$ cat config.mk
export PLATFORM = sky130hd
export DESIGN_NAME = oqpsk_chip_scheduler
export DESIGN_NICKNAME = d
export VERILOG_FILES = /design/src/rtl/zb_tx_pkg.sv /design/src/rtl/oqpsk_chip_scheduler.sv
export SDC_FILE = /design/constraint.sdc
export NUM_CORES = 1
export LEC_CHECK = 0
export ABC_CLOCK_PERIOD_IN_PS = 2700
export CORE_MARGIN = 2
export CORE_UTILIZATION = 52
export CTS_CLUSTER_DIAMETER = 30
export CTS_CLUSTER_SIZE = 8
export DETAILED_ROUTE_END_ITERATION = 6
export PLACE_DENSITY = 0.83
export SLEW_MARGIN = 20
export SYNTH_ARGS = -nofsm -noshare
export SYNTH_HDL_FRONTEND = slang
export SYNTH_SLANG_ARGS = --single-unit
$ cat constraint.sdc
create_clock -name i_clk -period 2.7 [get_ports i_clk]
set_input_delay 0.54 -clock i_clk [delete_from_list [all_inputs] [get_ports i_clk]]
set_output_delay 0.54 -clock i_clk [all_outputs]
set_load 0.005 [all_outputs]
$ cat src/rtl/zb_tx_pkg.sv
// Shared types and timing constants for the 802.15.4 O-QPSK transmit path.
package zb_tx_pkg;

  // Cycles between consecutive chip issues. This is half of one shaper pulse.
  localparam int SAMPLES_PER_CHIP = 5;

  // Length of one half-sine pulse, in samples.
  localparam int PULSE_LEN = 2 * SAMPLES_PER_CHIP;

  // Cycles from the last issue until both shapers have emptied.
  localparam int DRAIN_CYCLES = PULSE_LEN + 1;

  typedef enum logic [2:0] {
    ST_IDLE  = 3'd0,
    ST_ARM   = 3'd1,
    ST_RUN   = 3'd2,
    ST_PAD   = 3'd3,
    ST_DRAIN = 3'd4
  } sched_state_t;

  typedef enum logic {
    LANE_I = 1'b0,
    LANE_Q = 1'b1
  } lane_t;

  function automatic lane_t other_lane(input lane_t l);
    return (l == LANE_I) ? LANE_Q : LANE_I;
  endfunction

endpackage

$ cat src/rtl/oqpsk_chip_scheduler.sv
// O-QPSK chip scheduler: splits the chip stream alternately onto the I and Q
// half-sine shapers, one chip every SAMPLES_PER_CHIP cycles, and frames each
// transmission (start, odd-length pad, underrun abort, drain, done).
//
// state    | meaning
// ---------+-----------------------------------------------------------------
// ST_IDLE  | no frame; waits for i_tx_start, holds phase/lane cleared
// ST_ARM   | ready held high until the first chip is accepted
// ST_RUN   | one chip accepted at each phase 0, lanes alternate I/Q
// ST_PAD   | odd-length frame: a zero chip goes to Q at the next phase 0
// ST_DRAIN | waits DRAIN_CYCLES after the last issue, then pulses done
module oqpsk_chip_scheduler #(
  parameter int SAMPLES_PER_CHIP = zb_tx_pkg::SAMPLES_PER_CHIP,
  parameter int CNT_W            = 16
) (
  input  logic             i_clk,
  input  logic             i_rst_n,
  input  logic             i_tx_start,
  input  logic             i_chip,
  input  logic             i_chip_valid,
  input  logic             i_chip_last,
  output logic             o_chip_ready,
  output logic             o_i_bit,
  output logic             o_q_bit,
  output logic             o_i_valid,
  output logic             o_q_valid,
  input  logic             i_i_read,
  input  logic             i_q_read,
  output logic             o_busy,
  output logic             o_tx_done,
  output logic             o_underrun,
  output logic             o_sync_err,
  output logic [CNT_W-1:0] o_chip_count
);
  import zb_tx_pkg::*;

  localparam int PH_W = (SAMPLES_PER_CHIP > 1) ? $clog2(SAMPLES_PER_CHIP) : 1;
  localparam int DR_W = $clog2(DRAIN_CYCLES + 1);

  localparam logic [PH_W-1:0] PH_LAST = PH_W'(SAMPLES_PER_CHIP - 1);
  localparam logic [PH_W-1:0] PH_ONE  = PH_W'(1);
  localparam logic [DR_W-1:0] DR_LOAD = DR_W'(DRAIN_CYCLES);

  sched_state_t     state_q, state_d;
  lane_t            lane_q, lane_d;
  logic [PH_W-1:0]  phase_q, phase_d;
  logic [PH_W-1:0]  phase_inc;
  logic [DR_W-1:0]  drain_q, drain_d;
  logic [CNT_W-1:0] count_q, count_d;
  logic             i_bit_q, i_bit_d;
  logic             q_bit_q, q_bit_d;
  logic             i_valid_q, i_valid_d;
  logic             q_valid_q, q_valid_d;
  logic             underrun_q, underrun_d;
  logic             sync_err_q, sync_err_d;
  logic             chip_ready;
  logic             tx_done;
  logic             xfer;

  // Phase wraps 0..SAMPLES_PER_CHIP-1; phase 0 is the chip issue slot.
  assign phase_inc = (phase_q == PH_LAST) ? '0 : phase_q + 1'b1;

  // State and datapath registers. Reset aborts a frame with no done pulse.
  always_ff @(posedge i_clk or negedge i_rst_n) begin
    if (!i_rst_n) begin
      state_q    <= ST_IDLE;
      lane_q     <= LANE_I;
      phase_q    <= '0;
      drain_q    <= '0;
      count_q    <= '0;
      i_bit_q    <= 1'b0;
      q_bit_q    <= 1'b0;
      i_valid_q  <= 1'b0;
      q_valid_q  <= 1'b0;
      underrun_q <= 1'b0;
      sync_err_q <= 1'b0;
    end else begin
      state_q    <= state_d;
      lane_q     <= lane_d;
      phase_q    <= phase_d;
      drain_q    <= drain_d;
      count_q    <= count_d;
      i_bit_q    <= i_bit_d;
      q_bit_q    <= q_bit_d;
      i_valid_q  <= i_valid_d;
      q_valid_q  <= q_valid_d;
      underrun_q <= underrun_d;
      sync_err_q <= sync_err_d;
    end
  end

  // Next-state logic, handshake, and issue scheduling.
  always_comb begin
    state_d    = state_q;
    lane_d     = lane_q;
    phase_d    = phase_q;
    count_d    = count_q;
    i_bit_d    = i_bit_q;
    q_bit_d    = q_bit_q;
    i_valid_d  = 1'b0;
    q_valid_d  = 1'b0;
    underrun_d = underrun_q;
    // A strobe that lands while the shaper is still mid-pulse is a sync error.
    sync_err_d = sync_err_q | (i_valid_q & ~i_i_read) | (q_valid_q & ~i_q_read);
    // The drain counter runs freely between issues; each issue reloads it, so
    // on entry to DRAIN it already holds the cycles left since the last issue.
    drain_d    = (drain_q != '0) ? drain_q - 1'b1 : drain_q;
    chip_ready = 1'b0;
    tx_done    = 1'b0;
    xfer       = 1'b0;

    case (state_q)
      ST_IDLE: begin
        phase_d = '0;
        lane_d  = LANE_I;
        if (i_tx_start) begin
          state_d    = ST_ARM;
          underrun_d = 1'b0;
          sync_err_d = 1'b0;
          count_d    = '0;
        end
      end

      ST_ARM: begin
        chip_ready = 1'b1;
        if (i_chip_valid) begin
          xfer    = 1'b1;
          phase_d = PH_ONE;
          state_d = i_chip_last ? ST_PAD : ST_RUN;
        end
      end

      ST_RUN: begin
        phase_d = phase_inc;
        if (phase_q == '0) begin
          chip_ready = 1'b1;
          if (i_chip_valid) begin
            xfer = 1'b1;
            if (i_chip_last) begin
              state_d = (lane_q == LANE_I) ? ST_PAD : ST_DRAIN;
            end
          end else begin
            // Missing chip at its slot: stop issuing, leave I unpadded.
            underrun_d = 1'b1;
            state_d    = ST_DRAIN;
          end
        end
      end

      ST_PAD: begin
        phase_d = phase_inc;
        if (phase_q == '0) begin
          q_bit_d   = 1'b0;
          q_valid_d = 1'b1;
          drain_d   = DR_LOAD;
          state_d   = ST_DRAIN;
        end
      end

      ST_DRAIN: begin
        if (drain_q == '0) begin
          tx_done = 1'b1;
          state_d = ST_IDLE;
        end
      end

      default: begin
        state_d = ST_IDLE;
      end
    endcase

    if (xfer) begin
      lane_d  = other_lane(lane_q);
      drain_d = DR_LOAD;
      if (count_q != '1) begin
        count_d = count_q + 1'b1;
      end
      if (lane_q == LANE_I) begin
        i_bit_d   = i_chip;
        i_valid_d = 1'b1;
      end else begin
        q_bit_d   = i_chip;
        q_valid_d = 1'b1;
      end
    end
  end

  assign o_chip_ready = chip_ready;
  assign o_tx_done    = tx_done;
  assign o_busy       = (state_q != ST_IDLE);
  assign o_i_bit      = i_bit_q;
  assign o_q_bit      = q_bit_q;
  assign o_i_valid    = i_valid_q;
  assign o_q_valid    = q_valid_q;
  assign o_underrun   = underrun_q;
  assign o_sync_err   = sync_err_q;
  assign o_chip_count = count_q;

endmodule

==> results.yml, run 1 <==
critical_path:
  cp_data_required_time_ns: 2.16
  rrSetupSlack_ns: 0.47
  cpMostUsedCell: "nor2_1"
  end_kind: "output port"
  crit_arrival_ns: 2.06
  critPathLaunchType: "flip-flop"
  slowest_stage: "clkdlybuf4s50_1"
  criticalPathCategory: "flip-flop to output port"
  timing.rr.start: "phase_q[0]"
  rr_endpoint: "o_chip_count[15]"
  path_cells: "inv_1, ha_4, and4bb_1, nor2_1, nor2_1, clkdlybuf4s50_1"
  reg2reg_depth: 7
  max_stage_delay_ns: 0.53
  critPathMaxFanout: 7
synth:
  synth_mux_area_share_pct: 4.61
  synth_compound_area_share_pct: 16.1
  synth_top_area_share_pct: 46.1
  synth_top_family_by_area: "simple AND/OR/NAND/NOR gates"
  yosys.area_share.simple_pct: 21.9
  yosys.cell_count.top_type: "dfrtp_1"
  synth_fp_nets: 197
  synth_flop_cell: "dfrtp_1"
  synthAdderAreaFrac_pct: 2.79
  ys_warn_count: 0
  synthesis.area_um2: 1790
  synth_edf_count: 0
  synthArstFlopShare_pct: 100
  synthTopCellsByArea: "dfrtp_1 (46%), nand2_1 (4.0%), mux2i_1 (3.4%)"
  synth_xor_area_share_pct: 3.91
  synth_seq_area_share_pct: 46.1
  netlist_top_cells_count: "dfrtp_1 (33), nand2_1 (19), inv_1 (15), nor2_1 (15), nand3_1 (12)"
  postSynthAreaPerCell_um2: 9.68
  synthCells: 185
  synth_cell_types: 51
  yosys_register_bits: 33
  synth_area_leader_cell: "dfrtp_1"
hold_path:
  holdCritPathClass: "flip-flop to flip-flop"
  holdPathStages: 1
  hold_start: "o_i_bit"
  min_to: "o_i_bit"
floorplanning:
  ioPinCount: 33
  die_h_um: 62.7
  start_util_pct: 54.1
  die_w_um: 62.7
  num_rows: 21
  die_area_um2: 3930
  core_area_um2: 3310
pwr:
  power_density_nw_per_um2: 825
  power_mw: 1.84
  ir_drop_mv: 0.557
  p_leak_nw: 0.965
routing:
  ant_nets: 0
  drc: 0
  via_per_inst: 5.90
  drt_wl_total_um: 4100
  drtPass1Iterations: 4
  drt_iter0_drc: 126
  vias: 1563
  wl_per_cell_um: 15.5
cts:
  clockRootBuffer: "clkbuf_4"
  cts.clk_slew.worst_paths_ns: 0.11
  post_cts_buffers: 0
  clock-sinks: 33
  cts_tree: "done"
  ctsHtreeMaxLevel: 2
  clock_path_buffers: 2
  clk_latency_ns: 0.35
  cts_buffers: 5
global_routing:
  grt_usage_pct: 22.9
  grt_max_degree: 34
  grt_pass1_wl_um: 7080
  grt.overflow.total: 0
  antenna_found_initial: 0
  grt_pass1_vias: 1513
cells_and_area:
  antenna_cells: 0
  drive_gt1_share_pct: 9.59
  n_fill_cell: 282
  final_cells: 265
  nNetsFinal: 230
  area_growth_pct: 24.2
timing:
  slew_viol_final: 0
  fmax_mhz: 385
  holdWs_ns: 0.507
  clock_skew_ns: 0.0170
  tns_ns: 0
  worst_pin_slew_ns: 0.615
  min_period_ns: 2.60
  finalSetupViolCount: 0
  finalCritPeriodShare_pct: 96.3
  maxSlewHeadroom_pct: 58.9
  finalHoldViolCount: 0
run_status:
  status: "finished, final reports clean"
placement:
  routabilityCongestion: 0.864
  placedCellCount: 257
  dpl.hpwl_um: 2920
  io_buffers: 32
run:
  maxCapViolCount: 0
## metrics by stage
step,worst slack [ns],cell area (um2),util (%)
after floorplan,0.841,1790,-
after global placement,0.368,2150,64.9
after detailed placement,0.250,2150,64.9
after CTS,0.0179,2210,66.7
after global routing,-0.0149,2230,67.2
final,0.101,2230,67.2
## what timing repair did
item,CTS,global route
hold buffers,0,0
setup endpoints to repair,1,1
resized for setup,3,5
endpoints found under the hold margin,0,0
## registers in the layout, indices dropped and copies added (netlist names)
| register | flops |
|---|---|
| lane_q | 1 |
| o_i_bit | 1 |
| o_q_valid | 1 |
| o_sync_err | 1 |
| o_chip_count | 16 |
| o_underrun | 1 |
| phase_q | 3 |
| o_q_bit | 1 |
| o_i_valid | 1 |
| state_q | 3 |
| drain_q | 4 |
## logic make-up after synthesis
logic type | after synthesis
mux | 8
fa+ha+maj | 4
buf+inv | 22
simple gates | 73
flops | 33
compound gates | 37
xor+xnor | 8
## power by group
| part | internal [mW] | switching, mW | leakage, nW | total (mW) |
|---|---|---|---|---|
| sequential | 0.623 | 0.160 | 0.433 | 0.783 |
| clock | 0.0991 | 0.179 | 0.0320 | 0.278 |
| combinational | 0.381 | 0.395 | 0.500 | 0.775 |
| total | 1.10 | 0.733 | 0.965 | 1.84 |
## layout by cell type, fill, tap and decap left out, types with 2 or more instances in the layout
| master | instances |
|---|---|
| nand2b_1 | 3 |
| a211oi_1 | 2 |
| o31ai_1 | 4 |
| o211ai_1 | 3 |
| a21oi_1 | 2 |
| o21ai_1 | 2 |
| clkdlybuf4s50_1 | 31 |
| inv_1 | 15 |
| dfrtp_2 | 2 |
| and3_1 | 2 |
| clkinv_2 | 2 |
| ha_1 | 3 |
| and2_1 | 2 |
| nand4_1 | 4 |
| nand3_1 | 12 |
| nor2_1 | 15 |
| dfrtp_1 | 31 |
| clkbuf_4 | 5 |
| a22o_1 | 2 |
| nand2_1 | 19 |
| xor2_1 | 2 |
| nor3_1 | 4 |
| o21ai_0 | 7 |
| mux2i_1 | 6 |
| o2111ai_1 | 2 |
| xnor2_1 | 6 |
## how the worst max path moves through the flow
stage	depth (start not counted)	endpoint	startpoint	slack [ns]
CTS	6	o_chip_ready	phase_q[0]	0.02
floorplan	5	o_tx_done	drain_q[0]	0.84
global route	6	o_chip_ready	phase_q[0]	-0.01
finish	6	o_chip_ready	phase_q[0]	0.10
detailed placement	5	o_tx_done	drain_q[0]	0.25
global placement	5	o_tx_done	drain_q[0]	0.37
## worst max-delay path, delay by kind of cell, from the launching register on
kind / cells / cell delay (ns)
buffers and inverters: 2 / 0.67
flip-flops: 1 / 0.41
AND/OR/NAND/NOR: 3 / 0.43
adder cells (fa/ha/maj): 1 / 0.19
## layout make-up
class,instances,area [um2],area share (%)
tap,46,57.6,2.59
multi-input combinational,130,906,40.7
timing repair buffer,33,327,14.7
clock inverter,2,10.0,0.450
inverter,15,56.3,2.53
clock buffer,6,41.3,1.85
sequential,33,828,37.2
## per-layer routing
| metal | part of all wire (%) | GRT usage (%) | up-vias |
|---|---|---|---|
| met5 | 0 | 0 | - |
| met4 | 1.7 | 7.50 | 0 |
| met3 | 5.0 | 6.49 | 8 |
| met2 | 48 | 36.8 | 60 |
| met1 | 45 | 30.0 | 758 |
| li1 | - | - | 737 |
Note: power is estimated with default switching activity, not from simulation.
==> run 2, diff against run 1 <==
--- a/config.mk
+++ b/config.mk
@@ -12,7 +12,6 @@
 export CTS_CLUSTER_SIZE = 8
 export DETAILED_ROUTE_END_ITERATION = 6
 export PLACE_DENSITY = 0.83
-export SLEW_MARGIN = 20
 export SYNTH_ARGS = -nofsm -noshare
 export SYNTH_HDL_FRONTEND = slang
 export SYNTH_SLANG_ARGS = --single-unit
==> results of run 2 <==
No change in the layout: final DEF, timing and power equal those of run 1.
